File: src/rtl/msg_word_packer.sv
// Byte-to-word packer: gathers message bytes MSB-lane first into WORD_BYTES-wide words with sop/eop/nbytes.
// Latency: a word is valid on the cycle after its completing byte (last byte of the word or of the message).
// Backpressure: byte_in_ready drops while a word is held unaccepted; the held word stays stable. MSG_WORD_PACKER_ZERO_PAD_EN zero-fills partial words.
module msg_word_packer #(
    parameter int WORD_BYTES = 4
) (
    input  logic                            clk,
    input  logic                            rst,
    input  logic                            byte_in_valid,
    input  logic [7:0]                      byte_in_data,
    input  logic                            byte_in_last,
    output logic                            byte_in_ready,
    output logic                            msg_out_valid,
    output logic [8*WORD_BYTES-1:0]         msg_out_data,
    output logic                            msg_out_sop,
    output logic                            msg_out_eop,
    output logic [$clog2(WORD_BYTES):0]     msg_out_nbytes,
    input  logic                            msg_out_ready
);

    localparam int IDXW = $clog2(WORD_BYTES);
    localparam int NBW  = IDXW + 1;

    localparam logic [0:0] SOP_PENDING = 1'b0;
    localparam logic [0:0] MID_MSG     = 1'b1;

    logic [IDXW-1:0]         idx_q, idx_d;
    logic [8*WORD_BYTES-1:0] acc_q, acc_d;
    logic [8*WORD_BYTES-1:0] merged;
    logic [0:0]              state_q, state_d;
    logic                    valid_q, valid_d;
    logic [8*WORD_BYTES-1:0] data_q, data_d;
    logic                    sop_q, sop_d;
    logic                    eop_q, eop_d;
    logic [NBW-1:0]          nbytes_q, nbytes_d;
    logic                    accept;
    logic                    complete;

    // The output slot can take a new word whenever it is empty or draining this cycle;
    // reset is ORed in so the upstream sees ready even before valid_q is known.
    assign byte_in_ready = rst | ~valid_q | msg_out_ready;
    assign accept        = byte_in_valid & byte_in_ready;
    assign complete      = accept & (byte_in_last | (idx_q == IDXW'(WORD_BYTES - 1)));

    // Accumulator with the incoming byte dropped into lane idx_q (lane 0 is the MSB byte).
    always_comb begin
        merged = acc_q;
        for (int i = 0; i < WORD_BYTES; i++) begin
            if (idx_q == IDXW'(i)) begin
                merged[8*(WORD_BYTES-1-i) +: 8] = byte_in_data;
            end
        end
    end

    // Next-state for accumulator, lane index, output register and sop FSM.
    always_comb begin
        acc_d    = acc_q;
        idx_d    = idx_q;
        state_d  = state_q;
        valid_d  = valid_q & ~msg_out_ready;
        data_d   = data_q;
        sop_d    = sop_q;
        eop_d    = eop_q;
        nbytes_d = nbytes_q;

        if (accept) begin
            acc_d = merged;
            idx_d = idx_q + IDXW'(1);
        end

        if (complete) begin
            idx_d    = '0;
`ifdef MSG_WORD_PACKER_ZERO_PAD_EN
            // Clearing here means lanes past the last byte of a partial word are already zero.
            acc_d    = '0;
`endif
            valid_d  = 1'b1;
            data_d   = merged;
            sop_d    = (state_q == SOP_PENDING);
            eop_d    = byte_in_last;
            nbytes_d = NBW'(idx_q) + NBW'(1);
            state_d  = byte_in_last ? SOP_PENDING : MID_MSG;
        end
    end

    // State registers; reset discards any partial or pending word.
    always_ff @(posedge clk) begin
        if (rst) begin
            acc_q    <= '0;
            idx_q    <= '0;
            state_q  <= SOP_PENDING;
            valid_q  <= 1'b0;
            data_q   <= '0;
            sop_q    <= 1'b0;
            eop_q    <= 1'b0;
            nbytes_q <= '0;
        end else begin
            acc_q    <= acc_d;
            idx_q    <= idx_d;
            state_q  <= state_d;
            valid_q  <= valid_d;
            data_q   <= data_d;
            sop_q    <= sop_d;
            eop_q    <= eop_d;
            nbytes_q <= nbytes_d;
        end
    end

    assign msg_out_valid  = valid_q;
    assign msg_out_data   = data_q;
    assign msg_out_sop    = sop_q;
    assign msg_out_eop    = eop_q;
    assign msg_out_nbytes = nbytes_q;

endmodule

File: config.mk
export PLATFORM = sky130hd
export DESIGN_NAME = msg_word_packer
export DESIGN_NICKNAME = d
export VERILOG_FILES = /design/src/rtl/msg_word_packer.sv
export SDC_FILE = /design/constraint.sdc
export NUM_CORES = 1
export LEC_CHECK = 0
export BUFFER_PORTS_ARGS = -buffer_cell sky130_fd_sc_hd__buf_2
export CAP_MARGIN = 20
export CORE_MARGIN = 3
export CORE_UTILIZATION = 59
export DETAILED_ROUTE_END_ITERATION = 6
export HOLD_SLACK_MARGIN = 0.02
export PLACE_DENSITY = 0.84
export SLEW_MARGIN = 0
export SYNTH_ARGS = -nofsm -noshare
export SYNTH_HDL_FRONTEND = slang
export SYNTH_SLANG_ARGS = --single-unit
File: constraint.sdc
create_clock -name clk -period 2.42 [get_ports clk]
set_input_delay 0.726 -clock clk [delete_from_list [all_inputs] [get_ports clk]]
set_output_delay 0.726 -clock clk [all_outputs]
set_load 0.05 [all_outputs]
==> results by group <==
Floorplanning
  – Initial Util: 63.71%
  – Die Height: around 76 um
  – Boundary pin count: 52
  – Rows: 24
  – Die area: 5772 um2
  – Die X-Extent: roughly 76 um
  – Placeable Area: ~4500 um2

Logic synthesis
  – Syn. warnings: 0
  – Synth Area in Simple Gates: under 10%
  – Syn avg cell area: 10.90 um2
  – Synth Area in Adders: about 1.7%
  – Mapped Nets: between 200 and 300
  – Largest family of logic cells by synthesized area: multiplexers
  – Mapped cell area: 2889 um2
  – Post-synthesis sequential area ratio: 50.58%
  – Ys async rst share: 0%
  – Synth Flop Type: dfxtp_1
  – Synthesized instance count: around 270
  – Synth cell types: 26
  – Post-synth EDFFs: 0
  – Complex-gate fraction of the synthesized area: 12.47%
  – XOR/XNOR share of the synthesized area: 0%
  – Mux share of post-synthesis cell area: 22.17%
  – Synthesized flop and latch total: 73

Clock network
  – Resized Gates After CTS: 0
  – CTS Buf Count: 9
  – Postcts setup bufs: 0
  – CTS max path bufs: 2
  – CTS Hold Bufs: 0
  – CTS tree: built
  – Clock root cell: clkbuf_8
  – CTS H-tree lvls: 3
  – Clock sinks: 73
  – Clock Latency Late Sink: 0.35 ns
  – CTS clk-pin slew, worst paths: 0.07 ns

Placed design
  – Detail Placement HPWL: approximately 4200 um
  – Post-place setup slack: 0.2005 ns
  – Placer congestion estimate: 0.7927
  – Placed cell count: 372
  – Port-buffer cells: just over 50

Cells and area
  – Register Area: 1461 um2
  – Layout Cells excl Fill: 388
  – Area growth from synthesis to layout: 18.06%
  – ANT cells: 0
  – Post-layout nets: 335
  – Fillers: approximately 320
  – Final core utilization: 75.22%
  – Multi-input combinational cell area: 1301 um2
  – Proportion of layout cells with a drive suffix above 1: between 20% and 30%

Worst setup path
  – Reg2Reg Setup Slack: around 0.39 ns
  – R2r endpoint: acc_q[14]
  – Critical Path Source Type: input pin
  – RR Startpoint: idx_q[0]
  – CP required: about 1.7 ns
  – WP data arrival: 1.50 ns
  – CP Capture Type: output pin
  – Reg2reg path depth: 4
  – Critical path class: in -> out
  – Critical path peak fanout: 8

Timing
  – Slew HR: around 58%
  – Final Hold Fails: 0
  – Worst-Margin Slew: 0.6339 ns
  – Slew Viols, Final: 0
  – Final setup margin: 0.1927 ns
  – Clock Skews: roughly 0.0080 ns
  – RSZ-0062 raised after global routing: no
  – Max Clk Rate: 449.0 MHz
  – Min Clock Period, post-route: 2.227 ns
  – # setup viols final: 0
  – Fin Setup TNS: 0 ns
  – Tcrit/Tclk final: roughly 92%

Routing
  – Post-route antenna net violation count: 0
  – Drt drc: 0
  – Initial DRC Count: 108
  – Average wire per standard cell: 15.68 um
  – Drt total wl: 6085 um
  – Pre-antenna DRT Iters: 4
  – Vias: approximately 2100
  – Drt via density: 5.459

Global route
  – Antenna violations before repair: 0
  – Largest net degree at the start of global routing: 27
  – Vias in the first global route: 2075
  – Gr usage total: 22.33%
  – First-pass GRT wire length: 10320 um
  – GRT overflow: 0

Power
  – Maximum VDD drop: 0.4853 mV
  – Sw frac: about a quarter
  – Flop pwr share: 49.9%
  – LEAKAGE: 1.548 nW
  – Power per cell area: 735.3 nW/um2
  – Clock share of power: about two fifths
  – P_int: 0.001886 W
  – Switching pwr: between 0.0006 and 0.0007 W
  – Combinational power share: 9.8%

Status
  – Run status: complete, no violations

Run
  – Max_cap viols: 0

Worst hold path
  – Hold Path Sink: msg_out_sop
  – Hold path cells: 1
  – Hold Path Class: reg -> reg
  – Hold Path Origin: state_q
-- power by group through the flow --
stage	registers, W	clock network [W]	logic (W)
3_3_place_gp	0.00128	0	0.000238
4_1_cts	0.00125	0.00102	0.000245
5_1_grt	0.00125	0.00108	0.000263
2_1_floorplan	0.00133	0	0.000122
3_5_place_dp	0.00128	0	0.000242
6_report	0.00125	0.00101	0.000245
-- how the worst max path moves through the flow --
stage	startpoint	depth (start not counted)	slack, ns	endpoint
after floorplan	rst	3	0.28	byte_in_ready
after global placement	rst	3	0.21	byte_in_ready
after detailed placement	rst	3	0.20	byte_in_ready
after CTS	rst	3	0.19	byte_in_ready
after global routing	rst	3	0.17	byte_in_ready
final	rst	3	0.19	byte_in_ready
-- layer usage --
metal	vias up	GRT usage (%)	part of all wire, %
met2	52	35.37	47
met4	0	9.239	1.1
met1	1003	29.75	47
met5	-	0	0
li1	1054	-	-
met3	9	4.728	4.4
-- kinds of logic (layout without fill, tap and decap cells) --
family	after synthesis	count (layout)
adder cells (fa/ha/maj)	4	4
multiplexers	64	64
flip-flops	73	73
buffers and inverters	25	83
AND/OR/NAND/NOR	56	56
AO/OA/AOI/OAI	43	43
-- critical path, stage by stage --
cell and delay [ns]:
buf_2 0.15, or3b_1 0.40, buf_2 0.22
-- through the flow --
step                      cell area [um2]  hold slack (ns)  total power [W]
after floorplan                      2889           0.4049         0.001452
after global placement               3201           0.4251         0.001514
after detailed placement             3201           0.4250         0.001520
after CTS                            3411           0.4370         0.002520
after global routing                 3411           0.4499         0.002602
final                                3411           0.4388         0.002508
-- synth_stat cells, types with 2 or more instances --
library cell	number	area, um2
buf_6	2	22.52
buf_2	14	70.07
nand3_1	3	15.01
inv_1	4	15.01
nand2_1	42	157.7
mux2i_1	64	640.6
dfxtp_1	73	1461
or4_1	2	15.01
nor2b_1	2	12.51
clkbuf_1	4	15.01
o2bb2ai_1	35	306.5
a21oi_1	2	10.01
o21ai_0	2	10.01
ha_1	4	50.05
-- state kept, by name (all words and copies together) (netlist names) --
signal,flops
acc_q,32
idx_q,2
msg_out_data,32
msg_out_eop,1
msg_out_nbytes,3
msg_out_sop,1
msg_out_valid,1
state_q,1
-- placed cells by master (no fill, tap or decap), drive strengths merged, types with 3 or more instances in the layout --
cell type	Yosys	layout
dfxtp	73	73
mux2i	64	64
buf	16	62
nand2	42	42
o2bb2ai	35	35
clkbuf	4	10
inv	4	4
ha	4	4
clkinv	1	4
nand3	3	3
-- final cells by class --
class | instances | share of cell area [%]
repair buffers | 62 | 9.905
flip-flops and latches | 73 | 42.85
clock buffers | 10 | 3.742
inverters | 5 | 0.5503
clock inverters | 6 | 2.421
well taps | 65 | 2.384
multi-input cells | 167 | 38.15
Power figures use the tool's default switching activity.
